--- config.mk ---
export PLATFORM = sky130hd
export DESIGN_NAME = mix_columns_iter
export DESIGN_NICKNAME = d
export VERILOG_FILES = /design/src/rtl/aes_pkg.sv /design/src/rtl/mix_single_column.sv /design/src/rtl/mix_columns_iter.sv
export SDC_FILE = /design/constraint.sdc
export NUM_CORES = 1
export LEC_CHECK = 0
export CAP_MARGIN = 20
export CORE_MARGIN = 5
export CORE_UTILIZATION = 50
export CTS_BUF_LIST = sky130_fd_sc_hd__clkbuf_8
export CTS_CLUSTER_SIZE = 30
export DETAILED_ROUTE_END_ITERATION = 7
export PLACE_DENSITY = 0.78
export SKIP_CTS_REPAIR_TIMING = 1
export SYNTH_ARGS = -nofsm -noshare
export SYNTH_HDL_FRONTEND = slang
export SYNTH_SLANG_ARGS = --single-unit
--- constraint.sdc ---
create_clock -name clk -period 3.2 [get_ports clk]
set_clock_uncertainty 0.1 [all_clocks]
set_input_delay 0.48 -clock clk [delete_from_list [all_inputs] [get_ports clk]]
set_output_delay 0.48 -clock clk [all_outputs]
set_load 0.02 [all_outputs]
--- src/rtl/aes_pkg.sv ---
// rtl/aes_pkg.sv - shared AES widths, FSM encoding and GF(2^8)/column helpers
// Purpose: types and helpers imported by mix_single_column and mix_columns_iter.
// Ports: none (package).
package aes_pkg;

  localparam int STATE_W  = 128;
  localparam int COL_W    = 32;
  localparam int BYTE_W   = 8;
  localparam int NUM_COLS = 4;

  localparam logic [BYTE_W-1:0] AES_POLY = 8'h1B;

  typedef enum logic [1:0] {
    IDLE,
    BUSY,
    DONE
  } fsm_t;

  // Multiply by x in GF(2^8) modulo x^8+x^4+x^3+x+1.
  function automatic logic [BYTE_W-1:0] xtime(input logic [BYTE_W-1:0] b);
    return {b[6:0], 1'b0} ^ (b[7] ? AES_POLY : 8'h00);
  endfunction

  // Column c sits at state[127-32c -: 32]; column 0 is the most significant word.
  function automatic logic [COL_W-1:0] col(input logic [STATE_W-1:0] s, input logic [1:0] c);
    logic [COL_W-1:0] r;
    case (c)
      2'd0:    r = s[127:96];
      2'd1:    r = s[95:64];
      2'd2:    r = s[63:32];
      default: r = s[31:0];
    endcase
    return r;
  endfunction

  function automatic logic [STATE_W-1:0] put_col(input logic [STATE_W-1:0] s,
                                                 input logic [1:0] c,
                                                 input logic [COL_W-1:0] v);
    logic [STATE_W-1:0] r;
    r = s;
    case (c)
      2'd0:    r[127:96] = v;
      2'd1:    r[95:64]  = v;
      2'd2:    r[63:32]  = v;
      default: r[31:0]   = v;
    endcase
    return r;
  endfunction

endpackage

--- src/rtl/mix_single_column.sv ---
// rtl/mix_single_column.sv - combinational AES MixColumns on one 32-bit column
// Purpose: out_r = 2*s_r ^ 3*s_(r+1) ^ s_(r+2) ^ s_(r+3), rows taken mod 4.
// Ports:
//   col_in   in  32  column, row 0 in bits [31:24]
//   col_out  out 32  mixed column, same byte order
module mix_single_column
  import aes_pkg::*;
(
  input  logic [COL_W-1:0] col_in,
  output logic [COL_W-1:0] col_out
);

  logic [BYTE_W-1:0] s0, s1, s2, s3;
  logic [BYTE_W-1:0] x0, x1, x2, x3;

  assign {s0, s1, s2, s3} = col_in;

  assign x0 = xtime(s0);
  assign x1 = xtime(s1);
  assign x2 = xtime(s2);
  assign x3 = xtime(s3);

  // 3*b is expanded as xtime(b) ^ b, so each row needs only the four xtime results.
  assign col_out[31:24] = x0 ^ (x1 ^ s1) ^ s2 ^ s3;
  assign col_out[23:16] = s0 ^ x1 ^ (x2 ^ s2) ^ s3;
  assign col_out[15:8]  = s0 ^ s1 ^ x2 ^ (x3 ^ s3);
  assign col_out[7:0]   = (x0 ^ s0) ^ s1 ^ s2 ^ x3;

endmodule

--- src/rtl/mix_columns_iter.sv ---
// rtl/mix_columns_iter.sv - iterative AES MixColumns with valid/ready on both sides
// Purpose: mixes COLS_PER_CYCLE columns per clock (bypass when in_last=1).
// Ports:
//   clk        in  1    rising-edge clock
//   rst        in  1    synchronous active-high reset
//   in_valid   in  1    in_state/in_last valid
//   in_ready   out 1    input accepted this cycle when in_valid is high
//   in_state   in  128  ShiftRows output
//   in_last    in  1    final round: pass state through unmixed
//   out_valid  out 1    out_state valid
//   out_ready  in  1    downstream takes out_state
//   out_state  out 128  mixed or bypassed state (registered)
module mix_columns_iter
  import aes_pkg::*;
#(
  parameter int COLS_PER_CYCLE = 1
) (
  input  logic         clk,
  input  logic         rst,
  input  logic         in_valid,
  output logic         in_ready,
  input  logic [127:0] in_state,
  input  logic         in_last,
  output logic         out_valid,
  input  logic         out_ready,
  output logic [127:0] out_state
);

  if (!(COLS_PER_CYCLE == 1 || COLS_PER_CYCLE == 2 || COLS_PER_CYCLE == 4)) begin : g_bad_cols
    $error("mix_columns_iter: COLS_PER_CYCLE must be 1, 2 or 4");
  end

  // STEP truncates to 0 for four columns; col_idx then simply stays at 0.
  localparam logic [1:0] STEP     = 2'(COLS_PER_CYCLE);
  localparam logic [1:0] LAST_IDX = 2'(NUM_COLS - COLS_PER_CYCLE);

  fsm_t               fsm, fsm_next;
  logic [1:0]         col_idx;
  logic [STATE_W-1:0] cap_state;
  logic [STATE_W-1:0] result;
  logic [STATE_W-1:0] result_next;
  logic               last;
  logic               accept;
  logic               final_group;

  logic [1:0]       idx     [COLS_PER_CYCLE];
  logic [COL_W-1:0] col_in  [COLS_PER_CYCLE];
  logic [COL_W-1:0] col_out [COLS_PER_CYCLE];

  // Taking the output and accepting the next block share one edge: no bubble.
  assign in_ready    = (fsm == IDLE) | ((fsm == DONE) & out_ready);
  assign out_valid   = (fsm == DONE);
  assign accept      = in_valid & in_ready;
  assign final_group = (fsm == BUSY) && (col_idx == LAST_IDX);

  for (genvar g = 0; g < COLS_PER_CYCLE; g++) begin : g_lane
    assign idx[g]    = col_idx + 2'(g);
    assign col_in[g] = col(cap_state, idx[g]);
    mix_single_column u_mix (
      .col_in  (col_in[g]),
      .col_out (col_out[g])
    );
  end

  always_comb begin
    result_next = result;
    for (int g = 0; g < COLS_PER_CYCLE; g++) begin
      result_next = put_col(result_next, idx[g], last ? col_in[g] : col_out[g]);
    end
  end

  always_comb begin
    fsm_next = fsm;
    case (fsm)
      IDLE: if (accept) fsm_next = BUSY;
      BUSY: if (final_group) fsm_next = DONE;
      DONE: if (out_ready) fsm_next = in_valid ? BUSY : IDLE;
      default: fsm_next = IDLE;
    endcase
  end

  always_ff @(posedge clk) begin
    if (rst) begin
      fsm       <= IDLE;
      col_idx   <= 2'd0;
      cap_state <= '0;
      result    <= '0;
      last      <= 1'b0;
      out_state <= '0;
    end else begin
      fsm <= fsm_next;
      if (accept) begin
        cap_state <= in_state;
        last      <= in_last;
        col_idx   <= 2'd0;
      end
      if (fsm == BUSY) begin
        result  <= result_next;
        col_idx <= final_group ? 2'd0 : col_idx + STEP;
        // Publish the complete block in one step so out_state never shows partial work.
        if (final_group) out_state <= result_next;
      end
    end
  end

endmodule
==> impl_metrics.py <==
metrics = {
    "pwr": {
        "total_power_uw": 11600,
        "powerDensity_nw_per_um2": 545,
        "power.leakage_uw": 0.00797,
        "peakVddDrop_mv": 0.349,
    },
    "place": {
        "place_ws_ns": -0.0723,
        "hpwl_microns": 36600,
        "place_congestion": 0.938,
        "portBuffers": 262,
        "dp_cells": 2642,
    },
    "final_layout": {
        "layout-drive-gt1-share": 0.110,
        "syn_to_final_growth_pct": 29.6,
        "layout_commonest_cell": "nand2_1",
        "fin_nets": 2406,
        "final_cells": 2752,
        "layout_common_cells": "nand2_1, dfxtp_1, a21oi_1, clkdlybuf4s50_1, o21ai_0",
        "fillers": 2685,
        "diodes": 0,
    },
    "detailed_routing": {
        "dr.pass1.iters": 7,
        "drc": 0,
        "avgViaCountPerCell": 5.78,
        "wl_microns": 51800,
        "drt_iter0_markers": 1720,
        "wl_per_cell_microns": 18.8,
        "num_vias": 15900,
        "ant_nets": 0,
    },
    "grt": {
        "grt_pass1_vias": 14800,
        "track_usage": 0.271,
        "grt_pass1_wl_microns": 80700,
        "grt_max_degree": 145,
        "antenna_found_initial": 0,
        "grt-ovfl-total": 0,
    },
    "critical_path": {
        "path_delay_family": "compound AO/OA/AOI/OAI gates",
        "crit_chain": "inv_1, ha_2, buf_4, a222oi_1, buf_4, xnor2_1, mux2i_4, xnor3_1, or2_4, and2_4, a211oi_2",
        "cp_common_cell": "buf_4",
        "critPathMaxStageDelay_ns": 0.38,
        "crit_fanout": 14,
        "cp_data_required_time_ns": 3.61,
        "arrival_ns": 3.52,
        "criticalPathCategory": "reg2reg",
        "cp_slowest_cell": "xnor3_1",
        "critPathCaptureType": "flip-flop",
        "path_buf_inv": 3,
        "start_kind": "flip-flop",
    },
    "die": {
        "start_util": 0.504,
        "io-pin-count": 263,
        "num_rows": 66,
        "core_sq_um": 32500,
        "dieArea_sq_um": 36400,
        "dieWidth_microns": 191,
        "die_h_microns": 191,
    },
    "synth": {
        "synth-main-ff-cell": "dfxtp_1",
        "ys_seq_area_frac": 0.437,
        "yosysTopAreaCellShare": 0.437,
        "synth_nets": 2158,
        "syn_inst": 2020,
        "synthTopCellsByArea": "dfxtp_1, nand2_1, a21oi_1, xnor2_1, o21ai_0",
        "netlist_area_sq_um": 16400,
        "synth_edf_count": 0,
        "yosysWarnings": 0,
        "yosysTopAreaCell": "dfxtp_1",
        "syn_avg_cell_area_sq_um": 8.10,
        "synthArstFlopShare": 0,
        "yosys.cell_types.count": 49,
        "ys_ff_latch": 357,
    },
    "clock_tree": {
        "cts_max_path_buffers": 3,
        "numCtsBuffers": 56,
        "cts.clk_slew.worst_paths_ns": 0.06,
        "cts_tree": "built",
        "htree_levels": 2,
        "clock_latency_ns": 0.62,
        "cts_sinks": 357,
        "cts_root_buffer": "clkbuf_8",
    },
    "sta": {
        "maxSlewHeadroom": 0.444,
        "tightest_slew_ns": 0.835,
        "finalSetupViolations": 0,
        "period_needed_ns": 3.10,
        "fmax_ghz": 0.322,
        "fin_crit_sh": 0.970,
        "tns_ns": 0,
        "hold_violations": 0,
        "slew_viol_final": 0,
        "setup_ws_ns": 0.0974,
        "timing.hold.ws_ns": 0.107,
    },
    "min_path": {
        "holdCritPathClass": "in2reg",
    },
    "job": {
        "cap_violations": 0,
    },
    "status": {
        "status": "completed",
    },
}
==> cell usage after synthesis (6+ instances only) <==
master	count
xor2_1	56
o211ai_1	7
mux2i_1	40
xnor2_1	94
a31oi_1	37
and2_1	7
buf_1	16
o21ai_1	8
nand2b_1	7
o22ai_1	42
o21ai_0	135
clkbuf_1	177
dfxtp_1	357
nand3_1	36
o21ba_2	6
a311oi_1	6
a21o_1	10
nor2_1	132
nand2_1	379
a222oi_1	32
o211a_1	6
nor4b_1	33
a21oi_1	262
a22oi_1	24
a211oi_1	45
or3_1	6
==> area by class of cell <==
class | instances | area (sq um) | share of cell area
Multi-Input combinational cell | 1456 | 8550 | 0.403
Sequential cell | 357 | 7150 | 0.337
Timing Repair Buffer | 390 | 3770 | 0.178
Clock buffer | 71 | 977 | 0.0461
Tap cell | 442 | 553 | 0.0261
Clock inverter | 29 | 169 | 0.00797
Inverter | 7 | 26.3 | 0.00124
==> registers in the layout (all words and copies together) (netlist names) <==
name	cells
last	1
result	96
fsm	2
cap_state	128
out_state	128
col_idx	2
==> worst paths after layout <==
path,depth (start not counted),slack [ns],to,from
worst max register to register,11,0.1,out_state[7],col_idx[1]
worst min-delay path,2,0.11,result[95],rst
worst min register to register,2,0.36,cap_state[57],cap_state[57]
worst max-delay path,11,0.1,out_state[7],col_idx[1]
==> cells by family after synthesis <==
group,Yosys count,synth area share
muxes,45,0.0303
DFF,357,0.437
buffers and inverters,207,0.0488
adders and majority gates,5,0.00383
and+or+nand+nor,617,0.160
AOI/OAI and AO/OA,633,0.231
xor gates and xnor gates,156,0.0887
==> per-stage QoR <==
step	cell area, sq um	util
finish	21200	0.653
global route	21200	0.653
CTS	21000	0.647
detailed placement	19900	0.612
global placement	19900	0.612
floorplan	16400	-
==> where the power goes <==
group | internal, uW | switching, uW | total, uW
Sequential | 4640 | 148 | 4780
Combinational | 1280 | 1640 | 2920
Clock | 2080 | 1770 | 3850
Total | 7990 | 3560 | 11600
==> per-layer routing <==
layer	track usage	vias to the layer above	part of all wire
met5	0	-	0
met3	0.0416	99	0.089
li1	-	7542	-
met1	0.382	7430	0.43
met2	0.430	822	0.46
met4	0.0823	0	0.027
No activity file was read; power rests on OpenSTA's default activity.
